--- config.mk ---
export PLATFORM = sky130hd
export DESIGN_NAME = multicycle_ctrl_flat
export DESIGN_NICKNAME = d
export VERILOG_FILES = /design/src/rtl/multicycle_ctrl_pkg.sv /design/src/rtl/multicycle_ctrl_if.sv /design/src/rtl/multicycle_ctrl_mem_wait_timer.sv /design/src/rtl/multicycle_ctrl.sv /design/src/flat_wrapper.sv
export SDC_FILE = /design/constraint.sdc
export NUM_CORES = 1
export LEC_CHECK = 0
export CAP_MARGIN = 20
export CORE_UTILIZATION = 40
export DETAILED_ROUTE_END_ITERATION = 7
export PLACE_DENSITY = 0.72
export SLEW_MARGIN = 20
export SYNTH_ARGS = -nofsm -noshare
export SYNTH_HDL_FRONTEND = slang
export SYNTH_HIERARCHICAL = 1
export SYNTH_SLANG_ARGS = --single-unit
--- constraint.sdc ---
create_clock -name clk -period 2.4 [get_ports clk]
set_input_delay 0.36 -clock clk [delete_from_list [all_inputs] [get_ports clk]]
set_output_delay 0.36 -clock clk [all_outputs]
set_load 0.01 [all_outputs]
--- src/rtl/multicycle_ctrl_pkg.sv ---
// multicycle_ctrl_pkg
//   Shared definitions for the RV32I multi-cycle controller: state encodings,
//   opcode constants, ALUOp / MemtoReg codes and the EXEC-phase ALU select
//   decode. Imported by multicycle_ctrl_if, mem_wait_timer and multicycle_ctrl.
package multicycle_ctrl_pkg;

  localparam int OPCODE_W = 7;

  typedef enum logic [2:0] {
    ST_FETCH  = 3'd0,
    ST_DECODE = 3'd1,
    ST_EXEC   = 3'd2,
    ST_MEM    = 3'd3,
    ST_WB     = 3'd4,
    ST_ERR    = 3'd7
  } state_t;

  localparam logic [OPCODE_W-1:0] OPC_R     = 7'b0110011;
  localparam logic [OPCODE_W-1:0] OPC_I     = 7'b0010011;
  localparam logic [OPCODE_W-1:0] OPC_LOAD  = 7'b0000011;
  localparam logic [OPCODE_W-1:0] OPC_STORE = 7'b0100011;
  localparam logic [OPCODE_W-1:0] OPC_BR    = 7'b1100011;
  localparam logic [OPCODE_W-1:0] OPC_JAL   = 7'b1101111;
  localparam logic [OPCODE_W-1:0] OPC_JALR  = 7'b1100111;
  localparam logic [OPCODE_W-1:0] OPC_LUI   = 7'b0110111;
  localparam logic [OPCODE_W-1:0] OPC_AUIPC = 7'b0010111;

  localparam logic [1:0] ALUOP_ADD   = 2'b00;
  localparam logic [1:0] ALUOP_BR    = 2'b01;
  localparam logic [1:0] ALUOP_FUNCT = 2'b10;
  localparam logic [1:0] ALUOP_PASSB = 2'b11;

  localparam logic [1:0] MTR_ALU = 2'b00;
  localparam logic [1:0] MTR_MEM = 2'b01;
  localparam logic [1:0] MTR_PC4 = 2'b10;

  typedef struct packed {
    logic       src_a;
    logic       src_b;
    logic [1:0] alu_op;
  } alu_sel_t;

  function automatic logic opcode_legal(input logic [OPCODE_W-1:0] opc);
    case (opc)
      OPC_R, OPC_I, OPC_LOAD, OPC_STORE, OPC_BR,
      OPC_JAL, OPC_JALR, OPC_LUI, OPC_AUIPC: opcode_legal = 1'b1;
      default:                               opcode_legal = 1'b0;
    endcase
  endfunction

  // ALU operand/operation selects used in EXEC and held through MEM.
  function automatic alu_sel_t exec_sel(input logic [OPCODE_W-1:0] opc);
    case (opc)
      OPC_R:                       exec_sel = '{1'b0, 1'b0, ALUOP_FUNCT};
      OPC_I:                       exec_sel = '{1'b0, 1'b1, ALUOP_FUNCT};
      OPC_LOAD, OPC_STORE,
      OPC_JALR:                    exec_sel = '{1'b0, 1'b1, ALUOP_ADD};
      OPC_BR:                      exec_sel = '{1'b0, 1'b0, ALUOP_BR};
      OPC_JAL, OPC_AUIPC:          exec_sel = '{1'b1, 1'b1, ALUOP_ADD};
      OPC_LUI:                     exec_sel = '{1'b0, 1'b1, ALUOP_PASSB};
      default:                     exec_sel = '{1'b0, 1'b0, ALUOP_ADD};
    endcase
  endfunction

endpackage

--- src/rtl/multicycle_ctrl_if.sv ---
// multicycle_ctrl_if
//   Controller <-> datapath/memory bundle.
//   master (controller): in  opcode, br_cond, mem_ready
//                        out PCWrite, PCSrc, IRWrite, MemRead, MemWrite,
//                            RegWrite, ALUSrcA, ALUSrcB, MemtoReg, ALUOp,
//                            bus_err, state
//   slave (datapath side): the mirror image.
interface multicycle_ctrl_if;
  import multicycle_ctrl_pkg::*;

  logic [OPCODE_W-1:0] opcode;
  logic                br_cond;
  logic                mem_ready;
  logic                PCWrite;
  logic                PCSrc;
  logic                IRWrite;
  logic                MemRead;
  logic                MemWrite;
  logic                RegWrite;
  logic                ALUSrcA;
  logic                ALUSrcB;
  logic [1:0]          MemtoReg;
  logic [1:0]          ALUOp;
  logic                bus_err;
  logic [2:0]          state;

  modport master (
    input  opcode, br_cond, mem_ready,
    output PCWrite, PCSrc, IRWrite, MemRead, MemWrite, RegWrite,
           ALUSrcA, ALUSrcB, MemtoReg, ALUOp, bus_err, state
  );

  modport slave (
    output opcode, br_cond, mem_ready,
    input  PCWrite, PCSrc, IRWrite, MemRead, MemWrite, RegWrite,
           ALUSrcA, ALUSrcB, MemtoReg, ALUOp, bus_err, state
  );

endinterface

--- src/rtl/multicycle_ctrl_mem_wait_timer.sv ---
// mem_wait_timer
//   Counts consecutive not-ready cycles while the controller waits on memory
//   (FETCH or MEM) and flags a timeout on the WAIT_MAX-th such cycle.
//   Ports: clk, rst (sync, active-high), state (current controller state),
//          state_change (controller moves to another state this cycle),
//          mem_ready, timeout (out, combinational).
module mem_wait_timer
  import multicycle_ctrl_pkg::*;
#(
  parameter int WAIT_MAX = 15
) (
  input  logic   clk,
  input  logic   rst,
  input  state_t state,
  input  logic   state_change,
  input  logic   mem_ready,
  output logic   timeout
);

  localparam int CW = (WAIT_MAX > 1) ? $clog2(WAIT_MAX) : 1;

  logic [CW-1:0] wait_cnt_reg;
  logic [CW-1:0] wait_cnt_next;
  logic          waiting;

  assign waiting = ((state == ST_FETCH) || (state == ST_MEM)) && !mem_ready;
  // A ready in the last allowed cycle suppresses the timeout because waiting is 0.
  assign timeout = waiting && (wait_cnt_reg == CW'(WAIT_MAX - 1));

  always_comb begin
    wait_cnt_next = wait_cnt_reg;
    if (state_change || !waiting) begin
      wait_cnt_next = '0;
    end else begin
      wait_cnt_next = wait_cnt_reg + 1'b1;
    end
  end

  always_ff @(posedge clk) begin
    if (rst) begin
      wait_cnt_reg <= '0;
    end else begin
      wait_cnt_reg <= wait_cnt_next;
    end
  end

endmodule

--- src/rtl/multicycle_ctrl.sv ---
// multicycle_ctrl
//   Multi-cycle FETCH/DECODE/EXEC/MEM/WB sequencer for an RV32I datapath.
//   Ports: clk, rst (sync, active-high), bus (multicycle_ctrl_if.master:
//          opcode/br_cond/mem_ready in; PC/IR/reg/mem strobes, mux selects,
//          ALUOp, sticky bus_err and debug state out).
//   Optional: define MULTICYCLE_CTRL_PERF_EN to add cycle_cnt / instret_cnt
//          output ports (CNT_W bits, wrapping).
module multicycle_ctrl
  import multicycle_ctrl_pkg::*;
#(
  parameter int WAIT_MAX = 15,
  parameter int CNT_W    = 32
) (
  input  logic                  clk,
  input  logic                  rst,
  multicycle_ctrl_if.master     bus
`ifdef MULTICYCLE_CTRL_PERF_EN
  ,
  output logic [CNT_W-1:0]      cycle_cnt,
  output logic [CNT_W-1:0]      instret_cnt
`endif
);

  state_t     state_reg;
  state_t     state_next;
  logic       bus_err_reg;
  logic       timeout;
  logic       state_change;
  alu_sel_t   sel;

  logic       pc_write, pc_src, ir_write, mem_read, mem_write, reg_write;
  logic       alu_src_a, alu_src_b;
  logic [1:0] alu_op, mem_to_reg;

  logic is_load, is_store, is_jump;
  assign is_load  = (bus.opcode == OPC_LOAD);
  assign is_store = (bus.opcode == OPC_STORE);
  assign is_jump  = (bus.opcode == OPC_JAL) || (bus.opcode == OPC_JALR);

  assign state_change = (state_next != state_reg);

  mem_wait_timer #(.WAIT_MAX(WAIT_MAX)) u_timer (
    .clk          (clk),
    .rst          (rst),
    .state        (state_reg),
    .state_change (state_change),
    .mem_ready    (bus.mem_ready),
    .timeout      (timeout)
  );

  always_ff @(posedge clk) begin
    if (rst) begin
      state_reg   <= ST_FETCH;
      bus_err_reg <= 1'b0;
    end else begin
      state_reg   <= state_next;
      bus_err_reg <= bus_err_reg | (state_next == ST_ERR);
    end
  end

  always_comb begin
    state_next = state_reg;
    pc_write   = 1'b0;
    pc_src     = 1'b0;
    ir_write   = 1'b0;
    mem_read   = 1'b0;
    mem_write  = 1'b0;
    reg_write  = 1'b0;
    alu_src_a  = 1'b0;
    alu_src_b  = 1'b0;
    alu_op     = ALUOP_ADD;
    mem_to_reg = MTR_ALU;
    sel        = exec_sel(bus.opcode);

    case (state_reg)
      ST_FETCH: begin
        mem_read = 1'b1;
        if (bus.mem_ready) begin
          ir_write   = 1'b1;
          state_next = ST_DECODE;
        end else if (timeout) begin
          state_next = ST_ERR;
        end
      end
      ST_DECODE: begin
        state_next = opcode_legal(bus.opcode) ? ST_EXEC : ST_ERR;
      end
      ST_EXEC: begin
        {alu_src_a, alu_src_b, alu_op} = sel;
        if (bus.opcode == OPC_BR) begin
          // Branches retire here: the only PC update for this instruction.
          pc_write   = 1'b1;
          pc_src     = bus.br_cond;
          state_next = ST_FETCH;
        end else if (is_load || is_store) begin
          state_next = ST_MEM;
        end else begin
          state_next = ST_WB;
        end
      end
      ST_MEM: begin
        // Address comes from ALUResult, so keep the EXEC selects stable.
        {alu_src_a, alu_src_b, alu_op} = sel;
        mem_read  = is_load;
        mem_write = !is_load;
        if (bus.mem_ready) begin
          if (is_load) begin
            state_next = ST_WB;
          end else begin
            pc_write   = 1'b1;
            state_next = ST_FETCH;
          end
        end else if (timeout) begin
          state_next = ST_ERR;
        end
      end
      ST_WB: begin
        reg_write  = 1'b1;
        pc_write   = 1'b1;
        pc_src     = is_jump;
        mem_to_reg = is_load ? MTR_MEM : (is_jump ? MTR_PC4 : MTR_ALU);
        state_next = ST_FETCH;
      end
      ST_ERR: begin
        state_next = ST_ERR;
      end
      default: begin
        state_next = ST_ERR;
      end
    endcase

    // Reset overrides every strobe, even mid-instruction.
    if (rst) begin
      pc_write  = 1'b0;
      ir_write  = 1'b0;
      mem_read  = 1'b0;
      mem_write = 1'b0;
      reg_write = 1'b0;
    end
  end

  assign bus.PCWrite  = pc_write;
  assign bus.PCSrc    = pc_src;
  assign bus.IRWrite  = ir_write;
  assign bus.MemRead  = mem_read;
  assign bus.MemWrite = mem_write;
  assign bus.RegWrite = reg_write;
  assign bus.ALUSrcA  = alu_src_a;
  assign bus.ALUSrcB  = alu_src_b;
  assign bus.ALUOp    = alu_op;
  assign bus.MemtoReg = mem_to_reg;
  assign bus.bus_err  = bus_err_reg;
  assign bus.state    = state_reg;

`ifdef MULTICYCLE_CTRL_PERF_EN
  logic [CNT_W-1:0] cycle_cnt_reg;
  logic [CNT_W-1:0] instret_cnt_reg;

  always_ff @(posedge clk) begin
    if (rst) begin
      cycle_cnt_reg   <= '0;
      instret_cnt_reg <= '0;
    end else begin
      cycle_cnt_reg <= cycle_cnt_reg + 1'b1;
      if (pc_write) begin
        instret_cnt_reg <= instret_cnt_reg + 1'b1;
      end
    end
  end

  assign cycle_cnt   = cycle_cnt_reg;
  assign instret_cnt = instret_cnt_reg;
`endif

endmodule

--- src/flat_wrapper.sv ---
// flat-port wrapper written by rule: the top's interface ports become plain ports
module multicycle_ctrl_flat import multicycle_ctrl_pkg::*;
#(
  parameter int WAIT_MAX = 15,
  parameter int CNT_W    = 32
)
  (clk, rst, bus_opcode, bus_br_cond, bus_mem_ready, bus_PCWrite, bus_PCSrc, bus_IRWrite, bus_MemRead, bus_MemWrite, bus_RegWrite, bus_ALUSrcA, bus_ALUSrcB, bus_MemtoReg, bus_ALUOp, bus_bus_err, bus_state);
  multicycle_ctrl_if bus_i ();
  input  logic clk;
  input  logic rst;
  input wire logic [$bits(bus_i.opcode)-1:0] bus_opcode;
  input wire logic [$bits(bus_i.br_cond)-1:0] bus_br_cond;
  input wire logic [$bits(bus_i.mem_ready)-1:0] bus_mem_ready;
  output wire logic [$bits(bus_i.PCWrite)-1:0] bus_PCWrite;
  output wire logic [$bits(bus_i.PCSrc)-1:0] bus_PCSrc;
  output wire logic [$bits(bus_i.IRWrite)-1:0] bus_IRWrite;
  output wire logic [$bits(bus_i.MemRead)-1:0] bus_MemRead;
  output wire logic [$bits(bus_i.MemWrite)-1:0] bus_MemWrite;
  output wire logic [$bits(bus_i.RegWrite)-1:0] bus_RegWrite;
  output wire logic [$bits(bus_i.ALUSrcA)-1:0] bus_ALUSrcA;
  output wire logic [$bits(bus_i.ALUSrcB)-1:0] bus_ALUSrcB;
  output wire logic [$bits(bus_i.MemtoReg)-1:0] bus_MemtoReg;
  output wire logic [$bits(bus_i.ALUOp)-1:0] bus_ALUOp;
  output wire logic [$bits(bus_i.bus_err)-1:0] bus_bus_err;
  output wire logic [$bits(bus_i.state)-1:0] bus_state;
  assign bus_i.opcode = bus_opcode;
  assign bus_i.br_cond = bus_br_cond;
  assign bus_i.mem_ready = bus_mem_ready;
  assign bus_PCWrite = bus_i.PCWrite;
  assign bus_PCSrc = bus_i.PCSrc;
  assign bus_IRWrite = bus_i.IRWrite;
  assign bus_MemRead = bus_i.MemRead;
  assign bus_MemWrite = bus_i.MemWrite;
  assign bus_RegWrite = bus_i.RegWrite;
  assign bus_ALUSrcA = bus_i.ALUSrcA;
  assign bus_ALUSrcB = bus_i.ALUSrcB;
  assign bus_MemtoReg = bus_i.MemtoReg;
  assign bus_ALUOp = bus_i.ALUOp;
  assign bus_bus_err = bus_i.bus_err;
  assign bus_state = bus_i.state;
  multicycle_ctrl #(.WAIT_MAX(WAIT_MAX), .CNT_W(CNT_W)) u_core (.clk(clk), .rst(rst), .bus(bus_i));
endmodule
# Yosys cells after proc, flatten, opt, wreduce, memory -nomap -nowiden
# Index checks and enable logic that the tools add are counted.
# totals
register_bits	8
latch_bits	0
ram_bits	0
mem_bits_ro	0
input_bits	11
out_inout_bits	16
wordCells	69
memories	0
# op_classes
addsub	1
multipliers	0
div	0
magnitude_cmp	0
n_eq_ne	16
shifts	0
mux	33
bitwise_logic	1
reduce_logical	15
# op_table
operator	count
one-hot mux 4 bit (6 select lines)	1
== test 7 x 6 -> 1 bit, second input constant	3
== test 7 bit, second input constant	3
2-to-1 mux 3 bit	7
2-to-1 mux 1 bit	17
one-hot mux 3 bit (5 select lines)	1
== test 7 x 5 -> 1 bit, second input constant	2
OR reduction 9 bit	1
2-to-1 mux 2 bit	4
== test 7 x 2 -> 1 bit, second input constant	1
== test 3 x 2 -> 1 bit, second input constant	2
== test 3 bit, second input constant	2
OR reduction 2 bit	3
adder 4 x 1 -> 4 bit, second input constant	1
== test 4 bit, second input constant	1
logical OR 1 bit	4
one-hot mux 1 bit (2 select lines)	2
== test 3 x 1 -> 1 bit, second input constant	1
logical NOT 1 bit	3
logical NOT 3 bit	1
!= test 3 bit	1
one-hot mux 1 bit (3 select lines)	1
OR reduction 3 bit	1
logical AND 1 bit	2
OR 1 bit	1

# Depth between registers and ports, before layout
# Gate-level depths: netlist of run 1.
# logic_depth
depth_word	10
ltp_mapped	12
ltp_nobuf	12

# Cells and area by module
# The synthesis of run 1 kept the hierarchy.
# by_module_without_submodules
mod	n_inst	cells_each	area_per_inst_um2	seq_area_each_um2
multicycle_ctrl	1	88	628.1	80.1
mem_wait_timer	1	19	183.9	80.1

# Worst setup path after synthesis of run 1
# OpenSTA, ideal clock, no wires.
# synth_timing
path_type	input-to-reg
startpoint	in bus_opcode[5]
endpoint	reg u_core.u_timer.wait_cnt_reg[2]
setup_ns	0.064
arrival_ns	2.043
required_ns	2.336
setup_slack_ns	0.292
stages	9
cell_sequence	buf_2 > nand2b_1 > a2111oi_4 > nand2_2 > a31oi_4 > a2bb2oi_1 > nor2_1 > or4b_4 > nor2_1
# synth_between
elab_chain_cells	9
word_cells_on_any_way	22
cone_classes	eq/ne (10); mux (8); reduce/logical (4)
# synth_lines
item	line	rtl
start: declaration	flat_wrapper.sv:11	input wire logic [$bits(bus_i.opcode)-1:0] bus_opcode;
== test 7 x 6 -> 1 bit (tied with other cells)	multicycle_ctrl_pkg.sv:44	case (opc)
OR reduction 9 bit	multicycle_ctrl_pkg.sv:44	
2-to-1 mux 1 bit	multicycle_ctrl_pkg.sv:44	
2-to-1 mux 1 bit	multicycle_ctrl.sv:75	case (state_reg)
2-to-1 mux 3 bit	multicycle_ctrl.sv:86	state_next = opcode_legal(bus.opcode) ? ST_EXEC : ST_ERR;
one-hot mux 3 bit (5 select lines) *	multicycle_ctrl.sv:75	
!= test 3 bit *	multicycle_ctrl.sv:40	assign state_change = (state_next != state_reg);
via u_core.state_change	multicycle_ctrl.sv:28	logic state_change;
logical OR 1 bit *	multicycle_ctrl_mem_wait_timer.sv:32	if (state_change || !waiting) begin
OR reduction 2 bit (no line) *	-	
end signal: assignment	multicycle_ctrl_mem_wait_timer.sv:43	wait_cnt_reg <= wait_cnt_next;
end: declaration	multicycle_ctrl_mem_wait_timer.sv:22	logic [CW-1:0] wait_cnt_reg;
# Mark *: on every way through the listed nets, which the timed path passes. The rest lies on a longest branch. The select of a mux whose other input is x is not followed.
# A chain may end at the register's enable or synchronous reset.

# Final worst setup path of run 1
# layout_timing
startpoint	in bus_opcode[1]
endpoint	reg u_core.u_timer.wait_cnt_reg[3]
# The elaborated chain is that of the path after synthesis.

==> qor.txt, run 1 <==
Main synth FF type = dfxtp_1
Slew at the pin closest to its max-slew limit = 0.4199 ns
Setup slack after layout = 0.0001290 ns
CTS root buf = clkbuf_4
Lkg Pwr = 0.5458 nW
Critical path arrival = 2.59 ns
Remaining global-route overflow = 0
Required time worst endpoint = 2.59 ns
Vias = 983
DIE AREA = 2214 sq um
WHS = 0.4760 ns
Dpl hpwl = 1862 um
Via/cell ratio = 5.554
Slew Viols, Final = 0
Post-synthesis mux area share = 0.02465
Synth Area in Simple Gates = 0.4237
CTS tree = yes
Yosys cell types = 44
Seq/Total Area, Yosys = 0.1972
Post-Synth Adder-Cell Area = 0.03082
Largest net degree at the start of global routing = 14
DR WL/cell = 14.62 um
Placement Setup Slack = -0.2618 ns
Register area = 161.4 sq um
DRT iter0 DRCs = 46
Ant diodes = 0
Count of final hold-check violations = 0
Share of layout cells above drive strength 1 = 0.2632
TritonRoute pass-1 iters = 4
Compound-Gate Fraction of Synth Area = 0.2311
Status = finished, final reports clean
Fill cells = 160
First-pass GRT wire length = 3705 um
Post-CTS Hold Buffers = 0
Routed wire length = 2588 um
Hold WC Path Type = reg -> reg
Chip width = 47.06 um
Mapped Cells = 107
Routed Antenna Nets = 0
Clock slew at reported path FFs = 0.06 ns
DRC viols = 0
Number of flops mapped to enable cells by yosys = 0
Max FFs per register = 4
Total power = 601.9 uW
Overall routing resource usage = 0.2449
Worst-path fanout max = 4
Xor/xnor share of the synthesized area = 0.03236
Largest family of logic cells by synthesized area = simple AND/OR/NAND/NOR gates
CP Class = in -> reg
Register bit count reported by yosys = 8
I/O pin total = 27
Longest Clk Path Bufs = 2
Final setup vio count = 0
Worst Setup End Kind = register
Initial Utilization = 0.4460
Min cycle time layout = 2.400 ns
Placement row count = 15
F_max = 416.7 MHz
Pwr Density = 471.1 nW/um^2
H-Tree Depth = 1
Vias in the first global route = 821
Setup crit start kind = input pin
Worst vdd ir = 451.4 uV
Multi-input gate area = 625.6 sq um
Post-Syn Area = 812.0 sq um
Nets = 167
Max Cap Viol = 0
CTS Buf Count = 3
Post-synth ARST share = 0
Placer Congestion = 0.8821
Synth warn = 6
Layout area overhead = 57.32%
Mapped Nets = 120
Buffers added on ports = 26
Clk_lat worst skew = 0.26 ns
Area of the core = 1821 sq um
Non-filler cells, final = 177
Cells after DPL = 172
Chip height = 47.06 um
Slew HR = 0.7197
Initial antenna violation count = 0
Avg Inst Size Synth = 7.589 sq um
Tcrit/Tclk final = 0.9999
Sink Count = 8
Max Clock Skew = 0.005621 ns
[through the flow]
step                 TNS, ns  cell area (sq um)    util
finish                     0               1277  0.7017
global route        -0.05869               1277  0.7017
CTS                        0               1249  0.6859
detailed placement    -2.143               1220  0.6701
global placement      -1.757               1220  0.6701
floorplan                  0              812.0       -
[logic make-up after synthesis]
family          count (synthesis)
compound gates                 21
xor+xnor                        3
fa+ha+maj                       2
buf+inv                        10
flops                           8
mux                             2
simple gates                   61
[routing by layer]
layer | wire (um) | global-route usage | up-vias
met5 | 0 | 0 | -
met4 | 6 | 0.06857 | 0
met3 | 140 | 0.06154 | 2
met2 | 1217 | 0.3667 | 38
met1 | 1223 | 0.3480 | 468
li1 | - | - | 475
[path summary, 6_finish.rpt]
| path | cells past startpoint | slack [ns] | end | start |
|---|---|---|---|---|
| setup / recovery | 10 | 0.0001 | u_core/u_timer/wait_cnt_reg[3]$_SDFF_PP0_ | bus_opcode[1] |
| hold / removal | 1 | 0.48 | u_core/u_timer/wait_cnt_reg[0]$_SDFF_PP0_ | u_core/u_timer/wait_cnt_reg[0]$_SDFF_PP0_ |
| setup reg to reg | 11 | 0.05 | u_core/u_timer/wait_cnt_reg[3]$_SDFF_PP0_ | u_core/u_timer/wait_cnt_reg[0]$_SDFF_PP0_ |
| hold reg to reg | 1 | 0.48 | u_core/u_timer/wait_cnt_reg[0]$_SDFF_PP0_ | u_core/u_timer/wait_cnt_reg[0]$_SDFF_PP0_ |
[layout by cell type, fill, tap and decap left out, drive strengths merged, types with 4 or more instances in the layout]
cell / instances
nand3: 4
a21oi: 6
dlygate4sd2: 9
clkdlybuf4s50: 14
inv: 4
nor3: 6
nand2b: 5
dfxtp: 8
buf: 22
nand2: 8
nor2: 19
[critical path: stages]
cell and delay, ns:
clkdlybuf4s50_1 0.50, buf_4 0.13, nand3b_1 0.13, a2111oi_4 0.27
nand2_2 0.11, a31oi_4 0.22, a2bb2oi_1 0.10, nor2_1 0.11
or4b_4 0.49, nor2_1 0.17
[power by group]
part | switching [mW] | total [mW] | internal [mW]
registers | 0.0273 | 0.178 | 0.151
logic | 0.154 | 0.316 | 0.162
clock network | 0.0506 | 0.108 | 0.0576
[cell type report]
class / instances / area share
multi-input cells: 89 / 0.4897
clock buffers: 3 / 0.01763
repair buffers: 48 / 0.3301
inverters: 4 / 0.01175
well taps: 25 / 0.02449
flip-flops and latches: 8 / 0.1263
[synthesized netlist by cell type (2+ instances only)]
cell type | count | share of area
xor2_1 | 2 | 0.022
mux2i_1 | 2 | 0.025
nand3_1 | 4 | 0.025
nand2b_1 | 4 | 0.031
nor2_1 | 19 | 0.088
a21oi_1 | 6 | 0.037
dfxtp_1 | 8 | 0.20
ha_1 | 2 | 0.031
nor4_1 | 2 | 0.015
nor2b_1 | 3 | 0.023
nand2_1 | 7 | 0.032
buf_1 | 2 | 0.0092
nand3b_1 | 2 | 0.018
nor3_1 | 6 | 0.037
inv_1 | 4 | 0.018
nor4b_1 | 3 | 0.032
and3_1 | 2 | 0.015
buf_2 | 3 | 0.018
[timing repair]
item,CTS,global route
endpoints found under the setup margin,9,10
pin swaps,0,1
resized for setup,13,5
buffers inserted,0,2
Power figures use the tool's default switching activity.
==> inputs of run 2 (changes only) <==
--- a/config.mk
+++ b/config.mk
@@ -7,6 +7,7 @@
 export LEC_CHECK = 0
 export CAP_MARGIN = 20
 export CORE_UTILIZATION = 40
+export CTS_CLUSTER_SIZE = 30
 export DETAILED_ROUTE_END_ITERATION = 7
 export PLACE_DENSITY = 0.72
 export SLEW_MARGIN = 20
==> results of run 2 <==
The final DEF is identical to that of run 1; final timing and power are the same.
==> inputs of run 3 (changes only) <==
--- a/config.mk
+++ b/config.mk
@@ -5,11 +5,11 @@
 export SDC_FILE = /design/constraint.sdc
 export NUM_CORES = 1
 export LEC_CHECK = 0
-export CAP_MARGIN = 20
-export CORE_UTILIZATION = 40
+export CAP_MARGIN = 30
+export CORE_UTILIZATION = 45
 export CTS_CLUSTER_SIZE = 30
 export DETAILED_ROUTE_END_ITERATION = 7
-export PLACE_DENSITY = 0.72
+export PLACE_DENSITY = 0.79
 export SLEW_MARGIN = 20
 export SYNTH_ARGS = -nofsm -noshare
 export SYNTH_HDL_FRONTEND = slang
==> qor.txt, run 3 (synthesis results as in run 1) <==
Longest Clk Path Bufs = 2 (unchanged)
Reg-to-reg slack, setup = 0.14 ns (+0.09 ns)
Initial Utilization = 0.5094 (+0.06337)
Required time worst endpoint = 2.59 ns (about the same)
Worst Setup End Kind = register
Remaining global-route overflow = 0 (unchanged)
CTS root buf = clkbuf_4
Max FFs per register = 4 (unchanged)
Area of the core = 1594 sq um (-12%)
Nets = 158 (-5.4%)
Slew at the pin closest to its max-slew limit = 0.3584 ns (-0.06159 ns)
Hold WC Path Type = reg -> reg
Cell count of the worst hold path = 1 (unchanged)
Min cycle time layout = 2.345 ns (-0.05451 ns)
Via/cell ratio = 5.467 (-1.6%)
Critical path startpoint = bus_opcode[4]
Worst vdd ir = 623.1 uV (+38%)
Clk_lat worst skew = 0.25 ns (about the same)
Vias in the first global route = 857 (+4.4%)
CP Class = in -> reg
H-Tree Depth = 1 (unchanged)
Buffers added on ports = 26 (unchanged)
Share of layout cells above drive strength 1 = 0.2238 (-0.03938)
Hold Path Sink = u_core/u_timer/wait_cnt_reg[0]$_SDFF_PP0_
Tcrit/Tclk final = 0.9772 (-0.02271)
I/O pin total = 27 (unchanged)
Count of final hold-check violations = 0 (unchanged)
Delay-heaviest family, CP = simple AND/OR/NAND/NOR gates
Initial antenna violation count = 0 (unchanged)
Dpl hpwl = 1810 um (-2.8%)
Sum Neg Setup Slack = 0 ns (unchanged)
Max Cap Viol = 0 (unchanged)
Pwr Density = 471.6 nW/um^2 (about the same)
CTS tree = yes
TritonRoute pass-1 iters = 4 (unchanged)
First-pass GRT wire length = 3891 um (+5.0%)
Slowest CP cell = or4b_4
Routed Antenna Nets = 0 (unchanged)
Max Clock Skew = 0.002410 ns (-0.003211 ns)
DRC viols = 0 (unchanged)
DP Area = 1166 sq um (-4.4%)
WP buf/inv = 1 (-1)
F_max = 426.4 MHz (+2.3%)
Chip height = 44.48 um (-5.5%)
Lkg Pwr = 0.5275 nW (-3.4%)
Clock slew at reported path FFs = 0.05 ns (about the same)
Chip width = 44.48 um (-5.5%)
Commonest non-fill, non-tap cell in the layout = nor2_1
Hold Crit Start = u_core/u_timer/wait_cnt_reg[0]$_SDFF_PP0_
Slew HR = 0.7611 (+0.04144)
DR WL/cell = 13.86 um (-5.2%)
Worst-path fanout max = 4 (unchanged)
Cells after DPL = 164 (-4.7%)
Commonest cells after routing, fill and taps aside = nor2_1, clkdlybuf4s50_1, buf_4
Worst R2R End = u_core/u_timer/wait_cnt_reg[0]$_SDFF_PP0_
Crit-path cells = clkdlybuf4s50_1 > nand2b_4 > a2111oi_4 > nand2_2 > a31oi_4 > a2bb2oi_1 > nor2_1 > or4b_4 > nor2_1
Final setup vio count = 0 (unchanged)
Layout Utilization = 0.7622 (+0.06045)
Vias = 913 (-7.1%)
Placement row count = 14 (-1)
Crit path top cell by count = nor2_1
CTS Buf Count = 3 (unchanged)
Ant diodes = 0 (unchanged)
Max stage delay on crit path = 0.49 ns (about the same)
Overall routing resource usage = 0.2682 (+0.02337)
DIE AREA = 1978 sq um (-11%)
Crit Reg-Reg Startpoint = u_core/bus.state[2]$_SDFF_PP0_
Largest net degree at the start of global routing = 18 (+4)
Layout area overhead = 49.62%
Sink Count = 8 (unchanged)
DRT iter0 DRCs = 36 (-22%)
Non-filler cells, final = 167 (-5.6%)
Setup crit start kind = input pin
Finished Cell Area = 1215 sq um (-4.9%)
Slew Viols, Final = 0 (unchanged)
Routed wire length = 2314 um (-11%)
Status = finished, final reports clean
Worst-case reg-to-reg path depth = 8 (-3)
Critical path arrival = 2.53 ns (-0.06 ns)
Post-CTS Hold Buffers = 0 (unchanged)
Placer Congestion = 0.8258 (-6.4%)
## run 3: stage by stage
step                      total power [mW]  hold slack [ns]  setup WS [ns]
final                               0.5730           0.4804        0.05464
after global routing                0.6213           0.5016      -0.003572
after CTS                           0.5716           0.4830        0.01075
after detailed placement            0.4705           0.4712        -0.2394
after floorplan                     0.3403           0.4297         0.2922
after global placement              0.4644           0.4481        -0.2054
## run 3: timing repair
action                                  4_1_cts  5_1_grt
setup buffers                                 0        0
gates resized for setup                      12        8
pin swaps                                     0        2
cloned                                        0        0
endpoints found under the setup margin        9        9
## run 3: cell type report
cell class                      instances  area (sq um)
Clock buffer                            3         22.52
Fill cell                             123         379.1
Inverter                                4         15.01
Multi-Input combinational cell         89         625.6
Sequential cell                         8         161.4
Tap cell                               24         30.03
Timing Repair Buffer                   39         360.3
## run 3: how the worst max path moves through the flow
stage | slack (ns) | depth (start not counted) | end
after floorplan | 0.29 | 9 | u_core/u_timer/wait_cnt_reg[2]$_SDFF_PP0_
after global placement | -0.21 | 10 | u_core/u_timer/wait_cnt_reg[3]$_SDFF_PP0_
after detailed placement | -0.24 | 10 | u_core/u_timer/wait_cnt_reg[0]$_SDFF_PP0_
after CTS | 0.01 | 10 | u_core/u_timer/wait_cnt_reg[0]$_SDFF_PP0_
after global routing | -0.004 | 9 | u_core/u_timer/wait_cnt_reg[2]$_SDFF_PP0_
final | 0.05 | 9 | u_core/u_timer/wait_cnt_reg[0]$_SDFF_PP0_
## run 3: per-layer routing
metal | GRT usage | wire length (um) | up-vias
met4 | 0.1515 | 71 | 0
met5 | 0 | 0 | -
met1 | 0.3407 | 1019 | 417
met2 | 0.4324 | 1108 | 30
met3 | 0.03673 | 115 | 6
li1 | - | - | 460
## run 3: report_power, final
part	switching (mW)	total [mW]	internal [mW]
clock network	0.0411	0.0980	0.0569
logic	0.143	0.294	0.150
registers	0.0301	0.181	0.151
total	0.215	0.573	0.358
